$ cat config.mk
export PLATFORM = sky130hd
export DESIGN_NAME = mem_responder
export DESIGN_NICKNAME = d
export VERILOG_FILES = /design/src/rtl/mem_responder_pkg.sv /design/src/rtl/mem_array.sv /design/src/rtl/mem_responder.sv
export SDC_FILE = /design/constraint.sdc
export NUM_CORES = 1
export LEC_CHECK = 0
export ABC_AREA = 1
export BUFFER_PORTS_ARGS = -buffer_cell sky130_fd_sc_hd__buf_2
export CAP_MARGIN = 40
export CORE_AREA = 2 2 154 156
export DETAILED_ROUTE_END_ITERATION = 8
export DIE_AREA = 0 0 156 158
export PLACE_DENSITY = 0.72
export SLEW_MARGIN = 15
export SYNTH_ARGS = -nofsm -noshare
export SYNTH_HDL_FRONTEND = slang
export SYNTH_SLANG_ARGS = --single-unit
$ cat constraint.sdc
create_clock -name clk -period 3.7 [get_ports clk]
set_input_delay 1.11 -clock clk [delete_from_list [all_inputs] [get_ports clk]]
set_output_delay 1.11 -clock clk [all_outputs]
set_load 0.01 [all_outputs]
$ cat src/rtl/mem_responder_pkg.sv
// mem_responder_pkg: shared state encoding, bus defaults and opcode constants
package mem_responder_pkg;
  localparam int AW_DEF = 5;
  localparam int DW_DEF = 8;
  typedef enum logic [1:0] {IDLE, WAIT, ACCESS} state_t;
  typedef enum logic {OP_RD = 1'b0, OP_WR = 1'b1} op_t;
endpackage

$ cat src/rtl/mem_array.sv
// mem_array: word store with one synchronous write port and a registered read
module mem_array #(
  parameter int AW = 5,
  parameter int W = 8
) (
  input  logic          clk,
  input  logic          rst,
  input  logic [AW-1:0] a,
  input  logic          we,
  input  logic [W-1:0]  wdata,
  input  logic          re,
  output logic [W-1:0]  rdata
);
  logic [W-1:0] mem [2**AW];
  // storage is never cleared so preloaded programs survive a CPU reset
  always_ff @(posedge clk)
    if (we) mem[a] <= wdata;
  // read register holds its value between reads
  always_ff @(posedge clk)
    if (rst) rdata <= '0;
    else if (re) rdata <= mem[a];
endmodule

$ cat src/rtl/mem_responder.sv
// mem_responder: wait-stated rd/wr responder with loader port; MEM_PARITY_EN adds even parity and parity_err
module mem_responder
  import mem_responder_pkg::*;
#(
  parameter int AW = AW_DEF,
  parameter int DW = DW_DEF,
  parameter int WAIT_STATES = 0
) (
  input  logic          clk,
  input  logic          rst,
  input  logic [AW-1:0] addr,
  input  logic          rd,
  input  logic          wr,
  input  logic [DW-1:0] din,
  output logic [DW-1:0] dout,
  output logic          ready,
  output logic          busy,
  output logic          overrun,
  input  logic          ld_en,
  input  logic          ld_we,
  input  logic [AW-1:0] ld_addr,
  input  logic [DW-1:0] ld_data
`ifdef MEM_PARITY_EN
  ,
  output logic          parity_err
`endif
);
`ifdef MEM_PARITY_EN
  localparam int MW = DW + 1;
`else
  localparam int MW = DW;
`endif
  localparam logic [3:0] WS_LOAD = WAIT_STATES == 0 ? 4'd0 : 4'(WAIT_STATES - 1);
  state_t state, next;
  logic [3:0] cnt, cnt_n;
  logic [AW-1:0] lat_addr, mem_a;
  logic [DW-1:0] lat_din, wdata_raw;
  logic [MW-1:0] wdata, rdata;
  op_t lat_op, op;
  logic go, we, re, stray;
  // in IDLE the live strobe feeds the array directly so a zero-wait access completes next cycle
  assign op = state == IDLE ? (wr ? OP_WR : OP_RD) : lat_op;
  assign go = next == ACCESS;
  assign mem_a = ld_en ? ld_addr : (state == IDLE ? addr : lat_addr);
  assign wdata_raw = ld_en ? ld_data : (state == IDLE ? din : lat_din);
  assign we = ld_en ? ld_we : go && op == OP_WR;
  assign re = go && op == OP_RD;
  assign stray = !ld_en && (state == IDLE ? rd & wr : rd | wr);
  assign ready = state == ACCESS;
  assign busy = state != IDLE;
  assign dout = rdata[DW-1:0];
`ifdef MEM_PARITY_EN
  assign wdata = {^wdata_raw, wdata_raw};
`else
  assign wdata = wdata_raw;
`endif
  // next state and wait counter; the loader preempts everything
  always_comb begin
    next = state;
    cnt_n = cnt;
    if (ld_en) next = IDLE;
    else if (state == IDLE && (rd ^ wr)) begin
      next = WAIT_STATES == 0 ? ACCESS : WAIT;
      cnt_n = WS_LOAD;
    end else if (state == WAIT) begin
      next = cnt == 4'd0 ? ACCESS : WAIT;
      cnt_n = cnt == 4'd0 ? cnt : cnt - 4'd1;
    end else if (state == ACCESS) next = IDLE;
  end
  // state, counter and sticky overrun
  always_ff @(posedge clk)
    if (rst) begin
      state <= IDLE;
      cnt <= '0;
      overrun <= 1'b0;
    end else begin
      state <= next;
      cnt <= cnt_n;
      overrun <= overrun | stray;
    end
  // request capture
  always_ff @(posedge clk)
    if (state == IDLE && !ld_en && (rd ^ wr)) begin
      lat_addr <= addr;
      lat_din <= din;
      lat_op <= wr ? OP_WR : OP_RD;
    end
`ifdef MEM_PARITY_EN
  // sticky parity error on any completed read whose stored word is odd
  always_ff @(posedge clk)
    if (rst) parity_err <= 1'b0;
    else if (state == ACCESS && lat_op == OP_RD && ^rdata) parity_err <= 1'b1;
`endif
  mem_array #(.AW(AW), .W(MW)) u_mem (
    .clk(clk),
    .rst(rst),
    .a(mem_a),
    .we(we),
    .wdata(wdata),
    .re(re),
    .rdata(rdata)
  );
endmodule

* Word-level counts from Yosys, hierarchy flattened
Memories as Yosys holds them, arrays and structs flattened. A register that Yosys moved wholly into a read port is not among the register bits.
Cells that the tools add are included.
** Storage, ports and cells
- Register bits :: 21
- Bits in latches :: 0
- Memory bits (writable) :: 256
- Memory bits (read-only) :: 0
- Logic and storage cells :: 48
- Memories kept :: 1
** Memories
- u_mem.mem :: depth 32, width 8, read ports 1, clocked after memory_dff 1, write ports 1, RTL line mem_array.sv:14 : logic [W-1:0] mem [2**AW];
** Cells by class
- $add $sub $neg :: 1
- Multipliers :: 0
- Div/mod/pow operators :: 0
- $lt $le $gt $ge :: 0
- Equality and inequality tests :: 4
- Shift operators :: 0
- Muxes and demuxes :: 18
- Bitwise gates (word level) :: 6
- Reduce and logical (&&, ||, !) cells :: 12
** Operator list (number)
- two-way mux 8 bit :: 2
- two-way mux 4 bit :: 3
- two-way mux 2 bit :: 5
- two-way mux 5 bit :: 2
- logical AND 1 bit :: 6
- two-way mux 1 bit :: 6
- equality test 2 bit, second input constant :: 2
- logical NOT 4 bit :: 1
- nonzero test 2 bit :: 2
- subtractor 4 x 1 -> 4 bit, second input constant :: 1
- AND reduction 3 bit :: 1
- equality test 2 x 1 -> 1 bit, second input constant :: 1
- logical NOT 2 bit :: 1
- inequality test 2 bit, second input constant :: 1
- inverter 1 bit :: 2
- bitwise OR 1 bit :: 2
- AND 1 bit :: 1
- logical NOT 1 bit :: 1
- bitwise XOR 1 bit :: 1

* Longest topological paths before layout
Gate-level depths: netlist of the first run.
- Depth in word-level cells :: 10
- Gate-level depth with buffers :: 17

* Modules after synthesis
A second synthesis of the first run with hierarchy kept.
** Second synthesis, totals
- Cells, all modules :: 1206
- Area total of the unflattened synthesis :: 12215.5 um2
** Modules (own cells, without submodules)
- mem_array :: instances 1, cells an instance 1064, area each 11091.9 um2, seq. area each 7847.5 um2
- mem_responder :: instances 1, cells an instance 142, area each 1123.6 um2, seq. area each 560.5 um2

* Least setup slack after synthesis of the first run
Ideal clock, no wire load.
- Path type :: input to register
- From :: input ld_en
- To :: memory u_mem.mem[12][0], enable pin
- Library setup time :: 0.370 ns
- Data arrival time :: 2.605 ns
- Required time :: 3.330 ns
- Slack :: 0.725 ns
- Stages on the path :: 9
- Buffers on the path :: 2
- Path through :: buf_4 -> inv_4 -> buf_4 -> o211ai_1 -> nand2_2 -> inv_1 -> nor2_2 -> inv_1 -> nor2_1
** Between the ends
- Longest elaborated chain between the ends :: 6
** RTL lines
- start: declaration :: RTL line mem_responder.sv:19 : input logic ld_en,
- two-way mux 2 bit :: RTL line mem_responder.sv:61 : if (ld_en) next = IDLE;
- equality test 2 bit :: RTL line mem_responder.sv:43 : assign go = next == ACCESS;
- logical AND 1 bit :: RTL line mem_responder.sv:46 : assign we = ld_en ? ld_we : go && op == OP_WR;
- two-way mux 1 bit :: RTL line mem_responder.sv:46
- two-way mux 1 bit :: RTL line mem_array.sv:17 : if (we) mem[a] <= wdata;
- two-way mux 1 bit (implied by the code) :: RTL line mem_array.sv:17
- end: declaration :: RTL line mem_array.sv:14
Several ways; a longest one is shown, not always the timed one.

* Worst setup path after layout of the first run
- From :: input ld_en
- To :: memory u_mem.mem[31][0], enable pin
The elaborated chain is that of the path after synthesis.

==> impl_metrics.env, run 1 <==
export IMPL_run_status="completed"
export IMPL_ctsResizeCount=0
export IMPL_routed_via_density=5.402
export IMPL_p_leak_uw=0.005944
export IMPL_syn_inst=1258
export IMPL_dr_pass1_iters=5
export IMPL_drt_iter0_drc=884
export IMPL_fp_dieW_um=156
export IMPL_comb_power_share_pct=10.3
export IMPL_htree_num_levels=1
export IMPL_cts_root_buf="clkbuf_16"
export IMPL_rows=56
export IMPL_die_height_um=158
export IMPL_grt_pass1_vias=8187
export IMPL_ys_ff_latch=285
export IMPL_crit_fanout=19
export IMPL_period_minus_slack_ps=2798
export IMPL_fmax_mhz=357.4
export IMPL_setup_violations=0
export IMPL_cts_setup_buffers=0
export IMPL_synth_main_ff_cell="edfxtp_1"
export IMPL_cts_buffers_inserted=28
export IMPL_die_area_mm2=0.02465
export IMPL_syn_area_per_cell_um2=9.967
export IMPL_p_seq_share_pct=50.4
export IMPL_vias=8870
export IMPL_endpoint_kind="flip-flop"
export IMPL_routed_wirelength_mm=29.88
export IMPL_final_antenna_net_count=0
export IMPL_synth_top_cell_by_area="edfxtp_1"
export IMPL_ir_drop_mv=0.3205
export IMPL_antenna_found_initial=0
export IMPL_crit_required_ps=3960
export IMPL_yosysUniqueCellTypes=26
export IMPL_clk_pin_slew_ps=60
export IMPL_route_detailed_drc=0
export IMPL_worstSetupStartpointType="input port"
export IMPL_p_sw_share_pct=24.24
export IMPL_synth_fp_nets=1294
export IMPL_multiInputGateArea_mm2=0.003611
export IMPL_place_hpwl_mm=17.47
export IMPL_worst_pin_slew_ps=583.4
export IMPL_grt_max_degree=67
export IMPL_boundaryPins=43
export IMPL_fin_skew_ps=9.231
export IMPL_stdcell_count=1642
export IMPL_fin_crit_sh_pct=75.62
export IMPL_yosys_top_cells_area="edfxtp_1, nand2_1, nand3_1"
export IMPL_slew_headroom_pct=60.97
export IMPL_grt_usage_pct=24.33
export IMPL_overflow=0
export IMPL_portBuffers=42
export IMPL_finalHoldViolCount=0
export IMPL_async_flop_share_pct=0
export IMPL_finalSetupTns_ps=0
export IMPL_yosysSeqAreaShare_pct=67.06
export IMPL_switchingPower_uw=1743
export IMPL_cts_tree="built"
export IMPL_crit_arrival_ps=3060
export IMPL_power_density_mw_per_mm2=505.5
export IMPL_p_int_uw=5445
export IMPL_critical_path_class="in -> reg"
export IMPL_rsz0062_at_grt="no"
export IMPL_holdBufCountCts=0
export IMPL_clockBufferDepth=3
export IMPL_synth_edf_count=270
export IMPL_core_mm2=0.02305
export IMPL_dp_cells=1590
export IMPL_wl_per_cell_um=18.20
export IMPL_diodes=0
export IMPL_syn_cell_area_mm2=0.01254
export IMPL_yosys_warnings=0
export IMPL_hp_class="reg -> reg"
export IMPL_fillerInstances=1857
export IMPL_drv_slew=0
export IMPL_synthToLayoutAreaGrowth_pct=13.41
export IMPL_worstSkewPairLatency_ps=550
export IMPL_clkPwrFrac_pct=39.3
export IMPL_final_seq_area_mm2=0.008408
export IMPL_yosysTopAreaCellShare_pct=64.66
export IMPL_cts_sinks=285
export IMPL_gp_congestion=0.9080
export IMPL_drv_cap=0
export IMPL_layout_nets=1366
export IMPL_start_util_pct=54.39
export IMPL_grt_pass1_wl_mm=45.66
export IMPL_drive_above_1_share_pct=12.80
Yosys cell counts, types with 7 or more instances:
cell / number
nor2_2: 7
inv_1: 48
buf_2: 24
dfxtp_1: 15
clkbuf_1: 16
a21oi_1: 34
nand3_1: 138
edfxtp_1: 270
buf_6: 8
buf_4: 14
nor2_1: 65
nand2_1: 590
sequential cells by signal, summed over array words and instances (netlist names):
register,cells
cnt,4
lat_addr,5
lat_din,8
lat_op,1
overrun,1
state,2
u_mem.mem,256
u_mem.rdata,8
worst max-delay path: stages:
cell	delay [ps]
buf_2	320
inv_4	180
nand3_1	120
o21ai_0	180
inv_1	150
nand2_1	120
nor2_2	350
inv_1	160
nor2_1	170
buf_4	200
metal layers:
layer	global-route usage (%)	up-vias	routed length (um)
li1	-	4312	-
met1	34.98	4117	12900
met2	39.06	381	13870
met3	3.121	60	2291
met4	7.558	0	822
met5	0	-	0
metrics by stage:
stage                     utilization [%]  setup slack (ps)  hold WS [ps]  power [uW]  area (um2)
after floorplan                         -             724.5         452.8        4165       12540
after global placement              57.74             484.5         437.5        4409       13310
after global routing                61.69             732.4         467.0        7416       14220
after detailed placement            57.74             404.1         441.3        4423       13310
final                               61.69             901.9         449.0        7188       14220
after CTS                           61.69             963.2         451.2        7215       14220
power by group through the flow:
stage          registers [uW]  logic (uW)  clock network, uW
2_1_floorplan            3690         471                  0
5_1_grt                  3620         816               2980
4_1_cts                  3620         737               2860
6_report                 3620         741               2820
3_5_place_dp             3690         731                  0
3_3_place_gp             3690         719                  0
worst paths after layout:
path	from	to	slack, ps	cells after the start
max	ld_en	u_mem.mem[31][0]	900	10
min	overrun	overrun	450	2
max reg2reg	state[0]	u_mem.mem[31][0]	1080	9
min reg2reg	overrun	overrun	450	2
cell families after synthesis:
family                   share of synthesized area [%]
flip-flops                                       67.06
AO/OA/AOI/OAI                                    1.866
adder cells (fa/ha/maj)                         0.3992
AND/OR/NAND/NOR                                  26.16
buffers and inverters                            4.511
cells in the final DEF, fill, tap and decap left out, drive strengths merged, types with 14 or more instances in the layout:
master	count
nand3	139
a21oi	34
clkinv	14
clkbuf	33
edfxtp	270
dfxtp	15
nor2	73
buf	104
nand2	594
inv	51
final cells by class:
type | instances | share of cell area, %
well taps | 290 | 2.552
repair buffers | 104 | 5.191
clock inverters | 19 | 1.188
clock buffers | 33 | 5.209
inverters | 50 | 1.337
multi-input cells | 861 | 25.39
flip-flops and latches | 285 | 59.13
Note: power is estimated with default switching activity, not from simulation.
==> run 2: changes to the inputs <==
--- a/config.mk
+++ b/config.mk
@@ -5,13 +5,13 @@
 export SDC_FILE = /design/constraint.sdc
 export NUM_CORES = 1
 export LEC_CHECK = 0
-export ABC_AREA = 1
+export ABC_AREA = 0
 export BUFFER_PORTS_ARGS = -buffer_cell sky130_fd_sc_hd__buf_2
 export CAP_MARGIN = 40
-export CORE_AREA = 2 2 154 156
+export CORE_AREA = 2 2 150 152
 export DETAILED_ROUTE_END_ITERATION = 8
-export DIE_AREA = 0 0 156 158
-export PLACE_DENSITY = 0.72
+export DIE_AREA = 0 0 152 154
+export PLACE_DENSITY = 0.74
 export SLEW_MARGIN = 15
 export SYNTH_ARGS = -nofsm -noshare
 export SYNTH_HDL_FRONTEND = slang
==> constraint.sdc (replaced) <==
create_clock -name clk -period 2.5 [get_ports clk]
set_input_delay 0.75 -clock clk [delete_from_list [all_inputs] [get_ports clk]]
set_output_delay 0.75 -clock clk [all_outputs]
set_load 0.01 [all_outputs]
==> impl_metrics.env, run 2 <==
export IMPL_fin_crit_sh_pct=104.3
export IMPL_async_flop_share_pct=0
export IMPL_worst_slack_ps=-107.1
export IMPL_yosysMostFrequentCell="edfxtp_1"
export IMPL_rr_startpoint="state[0]"
export IMPL_start_util_pct=54.42
export IMPL_p_leak_uw=0.005376
export IMPL_worstSetupStartpointType="input port"
export IMPL_layout_nets=996
export IMPL_wl_per_cell_um=26.04
export IMPL_routed_wirelength_mm=32.84
export IMPL_cts_buffers_inserted=29
export IMPL_cts_root_buf="clkbuf_16"
export IMPL_yosysUniqueCellTypes=64
export IMPL_crit_fanout=11
export IMPL_hp_class="in -> reg"
export IMPL_crit_arrival_ps=3050
export IMPL_grt_usage_pct=27.19
export IMPL_fin_skew_ps=11.99
export IMPL_fp_dieW_um=152
export IMPL_syn_inst=775
export IMPL_endpoint_kind="flip-flop"
export IMPL_critical_path_class="in -> reg"
export IMPL_stdcell_count=1261
export IMPL_synth_edf_count=270
export IMPL_final_cell_mix="edfxtp_1, buf_4, nand2_1"
export IMPL_drt_iter0_drc=853
export IMPL_routed_via_density=6.301
export IMPL_slew_headroom_pct=55.33
export IMPL_worstHoldStart="din[4]"
export IMPL_place_hpwl_mm=21.21
export IMPL_antenna_found_initial=0
export IMPL_ir_drop_mv=0.4090
export IMPL_synth_main_ff_cell="edfxtp_1"
export IMPL_drv_cap=0
export IMPL_worstSkewPairLatency_ps=550
export IMPL_synth_fp_nets=811
export IMPL_diodes=0
export IMPL_top_register="u_mem.mem"
export IMPL_largest_register_ffs=256
export IMPL_finalSetupTns_ps=-249.3
export IMPL_layout_commonest_cell="edfxtp_1"
export IMPL_dr_pass1_iters=5
export IMPL_die_height_um=154
export IMPL_rows=54
export IMPL_fmax_mhz=383.6
export IMPL_crit_slowest_cell="or4_4"
export IMPL_ys_ff_latch=285
export IMPL_path_cells="buf_2 > or4_4 > buf_4 > o311ai_4 > buf_12 > nand2_1 > a2111oi_0 > or4_1 > a2111oi_4 > a311oi_2"
export IMPL_violations="setup timing"
export IMPL_period_minus_slack_ps=2607
export IMPL_htree_num_levels=1
export IMPL_syn_area_per_cell_um2=15.23
export IMPL_crit_required_ps=2950
export IMPL_netlist_top_cells_count="edfxtp_1, nand2_1, nor2_1"
export IMPL_drive_above_1_share_pct=38.74
export IMPL_gp_congestion=0.9465
export IMPL_crit_path_start="ld_en"
export IMPL_cts_sinks=285
export IMPL_syn_cell_area_mm2=0.01180
export IMPL_grt_pass1_vias=8058
export IMPL_fillerInstances=1310
export IMPL_cpPeakStageDelay_ps=550
export IMPL_rsz0062_at_grt="yes"
export IMPL_core_mm2=0.02169
export IMPL_vias=7946
export IMPL_portBuffers=42
export IMPL_final_seq_area_mm2=0.008416
export IMPL_top_regs="u_mem.mem: 256 flops, lat_din: 8 flops, u_mem.rdata: 8 flops"
export IMPL_synthToLayoutAreaGrowth_pct=29.20
export IMPL_die_area_mm2=0.02341
export IMPL_yosysSeqAreaShare_pct=71.23
export IMPL_worst_pin_slew_ps=668.5
export IMPL_drv_slew=0
export IMPL_synth_top_cell_by_area="edfxtp_1"
export IMPL_route_detailed_drc=0
export IMPL_final_antenna_net_count=0
export IMPL_yosys_warnings=0
export IMPL_run_status="finished, violations left"
export IMPL_setup_violations=4
export IMPL_dp_cells=1188
export IMPL_clockBufferDepth=3
export IMPL_yosysTopAreaCellShare_pct=68.69
export IMPL_boundaryPins=43
export IMPL_cts_tree="built"
export IMPL_clk_pin_slew_ps=60
export IMPL_yosys_top_cells_area="edfxtp_1, mux2i_1, nand2_1"
export IMPL_power_density_mw_per_mm2=733.0
export IMPL_overflow=0
export IMPL_finalHoldViolCount=0
export IMPL_grt_max_degree=33
export IMPL_grt_pass1_wl_mm=48.01
export IMPL_multiInputGateArea_mm2=0.003889
## run 2: cell types whose count changed after synthesis, sizes merged, moves of 8 or more
cell     change
a311oi       +8
nand3      -133
a2111oi     +11
mux4        +17
nor3        +19
mux2i       +59
o21ai       +16
nor2        -11
clkbuf       -9
inv         -42
nand2      -484
buf         -12
## run 2: layout make-up
class                   count  area share (%)
flip-flops and latches    285           55.18
well taps                 280           2.297
clock buffers              43           5.431
clock inverters             9          0.7958
inverters                   8          0.1969
repair buffers            195           10.60
multi-input cells         441           25.50
## run 2: kinds of logic after synthesis
group,count (synthesis),synth area share [%]
compound gates,130,8.417
buf+inv,49,2.788
simple gates,229,8.618
flops,285,71.23
mux,76,8.374
fa+ha+maj,4,0.4240
xor+xnor,2,0.1484
## run 2: report_power, final
part,switching (uW),internal [uW],leakage [uW]
clock,1720,2580,0.000466
combinational,887,610,0.00234
sequential,37.0,5340,0.00257
total,2650,8530,0.00538
## run 2: worst max-delay path, delay by kind of cell
family                 cells  cell delay [ps]
AND/OR/NAND/NOR            3              850
buffers and inverters      3              530
AO/OA/AOI/OAI              4              930
## run 2: worst paths after layout
kind | slack [ps] | end | cells after the start
worst max-delay path | -110 | u_mem.rdata[1] | 10
worst min-delay path | 400 | lat_din[4] | 1
worst max register to register | -70 | u_mem.rdata[1] | 9
worst min register to register | 480 | overrun | 2
## run 2: through the flow
| step | area, um2 | utilization (%) | total power, uW | setup WS, ps | hold slack [ps] |
|---|---|---|---|---|---|
| CTS | 14770 | 68.12 | 11090 | -12.58 | 380.7 |
| floorplan | 12270 | - | 6196 | -224.1 | 502.5 |
| global placement | 13620 | 62.78 | 6726 | -715.0 | 447.6 |
| global route | 15250 | 70.32 | 11480 | -185.9 | 387.3 |
| detailed placement | 13620 | 62.78 | 6767 | -715.8 | 479.6 |
| finish | 15250 | 70.32 | 11180 | -107.1 | 400.4 |
## run 2: timing repair
item	4_1_cts	5_1_grt
gates cloned	1	0
hold buffers	0	0
pin swaps	9	21
endpoints found under the setup margin	187	182
buffers inserted	1	19
resized for setup	37	58
## run 2: metal layers
metal / part of all wire [%] / track usage (%) / vias to the layer above
met5: 0 / 0 / -
met4: 4.9 / 14.37 / 0
met3: 8.3 / 5.947 / 113
met2: 48 / 43.29 / 477
met1: 39 / 35.40 / 3945
li1: - / - / 3411
==> run 3: changes to the inputs <==
--- a/config.mk
+++ b/config.mk
@@ -9,6 +9,7 @@
 export BUFFER_PORTS_ARGS = -buffer_cell sky130_fd_sc_hd__buf_2
 export CAP_MARGIN = 40
 export CORE_AREA = 2 2 150 152
+export CTS_BUF_LIST = sky130_fd_sc_hd__clkbuf_8 sky130_fd_sc_hd__clkbuf_16
 export DETAILED_ROUTE_END_ITERATION = 8
 export DIE_AREA = 0 0 152 154
 export PLACE_DENSITY = 0.74
==> impl_metrics.env, run 3 (synthesis results as in run 2) <==
export IMPL_run_status="finished, violations left"
export IMPL_violations="setup timing"
export IMPL_endpoint_kind="flip-flop"
export IMPL_drv_slew=0
export IMPL_ir_drop_mv=0.4104
export IMPL_top_register="u_mem.mem"
export IMPL_worstSkewPairLatency_ps=550
export IMPL_core_mm2=0.02169
export IMPL_route_detailed_drc=0
export IMPL_crit_required_ps=2950
export IMPL_clockBufferDepth=3
export IMPL_wl_per_cell_um=26.11
export IMPL_crit_slowest_cell="or4_4"
export IMPL_die_area_mm2=0.02341
export IMPL_overflow=0
export IMPL_synthToLayoutAreaGrowth_pct=29.20
export IMPL_gp_congestion=0.9465
export IMPL_critical_path_class="in -> reg"
export IMPL_finalHoldViolCount=0
export IMPL_fin_skew_ps=14.82
export IMPL_setup_violations=4
export IMPL_worstSetupStartpointType="input port"
export IMPL_cpPeakStageDelay_ps=550
export IMPL_die_height_um=154
export IMPL_crit_fanout=11
export IMPL_grt_pass1_wl_mm=48.01
export IMPL_fin_crit_sh_pct=103.9
export IMPL_rows=54
export IMPL_grt_pass1_vias=8058
export IMPL_fin_util_pct=70.32
export IMPL_power_density_mw_per_mm2=731.0
export IMPL_final_antenna_net_count=0
export IMPL_p_total_uw=11150
export IMPL_diodes=0
export IMPL_grt_usage_pct=27.19
export IMPL_clk_pin_slew_ps=60
export IMPL_place_hpwl_mm=21.21
export IMPL_vias=7904
export IMPL_rsz0062_at_grt="yes"
export IMPL_stdcell_count=1261
export IMPL_fmax_mhz=385.1
export IMPL_antenna_found_initial=0
export IMPL_dp_cells=1188
export IMPL_p_leak_uw=0.005413
export IMPL_cts_root_buf="clkbuf_16"
export IMPL_layout_nets=996
export IMPL_holdBufCountCts=0
export IMPL_post_place_ws_ps=-715.8
export IMPL_drive_above_1_share_pct=38.74
export IMPL_crit_arrival_ps=3050
export IMPL_worst_pin_slew_ps=655.4
export IMPL_routed_wirelength_mm=32.92
export IMPL_top_regs="u_mem.mem: 256 flops, lat_din: 8 flops, u_mem.rdata: 8 flops"
export IMPL_slew_headroom_pct=56.21
export IMPL_path_cells="buf_2 > or4_4 > buf_4 > o311ai_4 > buf_12 > nand2_1 > a2111oi_0 > or4_1 > a2111oi_4 > a311oi_2"
export IMPL_period_minus_slack_ps=2597
export IMPL_drt_iter0_drc=850
export IMPL_grt_max_degree=33
export IMPL_start_util_pct=54.42
export IMPL_cts_tree="built"
export IMPL_cts_buffers_inserted=29
export IMPL_dr_pass1_iters=6
export IMPL_boundaryPins=43
export IMPL_finalSetupTns_ps=-188.3
export IMPL_cts_sinks=285
export IMPL_htree_num_levels=1
export IMPL_portBuffers=42
export IMPL_fp_dieW_um=152
export IMPL_worst_slack_ps=-96.81
export IMPL_largest_register_ffs=256
export IMPL_layout_commonest_cell="edfxtp_1"
export IMPL_final_cell_mix="edfxtp_1, buf_4, nand2_1"
export IMPL_routed_via_density=6.268
export IMPL_drv_cap=0
export IMPL_hp_class="in -> reg"
[run 3: changes by cell type in the layout (fill, tap and decap cells not counted)]
cell      delta
clkbuf_1     -9
inv_1        +9
[run 3: report_power, final]
group | total, uW | switching [uW] | internal, uW | leakage, uW
combinational | 1500 | 887 | 610 | 0.00234
sequential | 5380 | 37.4 | 5340 | 0.00257
clock | 4270 | 1730 | 2550 | 0.000503
[run 3: final timing paths]
check | startpoint | to | slack (ps) | depth (start not counted)
max | ld_en | u_mem.rdata[1] | -100 | 10
min | din[4] | lat_din[4] | 400 | 1
max reg2reg | state[0] | u_mem.rdata[1] | -60 | 9
min reg2reg | overrun | overrun | 480 | 2
[run 3: what timing repair did]
| item | in CTS | in global routing |
|---|---|---|
| gates resized for setup | 37 | 58 |
| pin swaps | 9 | 21 |
| cloned | 1 | 0 |
| setup buffers | 1 | 19 |
| setup endpoints to repair | 187 | 181 |
[run 3: cell type report]
type,count,area [um2]
sequential,285,8416
timing repair buffer,195,1617
clock buffer,34,794.5
inverter,8,30.03
multi-input combinational,441,3889
fill,1310,6437
tap,280,350.3
clock inverter,18,155.1
[run 3: critical path: cells and delay by family]
kind	cells	cell delay, ps
compound gates	4	920
simple gates	3	850
buf+inv	3	530
[run 3: per-stage QoR]
stage,hold slack [ps],instance area (um2)
2_1_floorplan,502.5,12270
3_3_place_gp,447.6,13620
3_5_place_dp,479.6,13620
4_1_cts,380.7,14770
5_1_grt,387.3,15250
6_report,400.9,15250
[run 3: metal layers]
layer	vias to the layer above	track usage (%)	share of wire, %
li1	3408	-	-
met1	3906	35.40	38
met2	482	43.29	48
met3	108	5.947	9.0
met4	0	14.37	4.8
met5	-	0	0
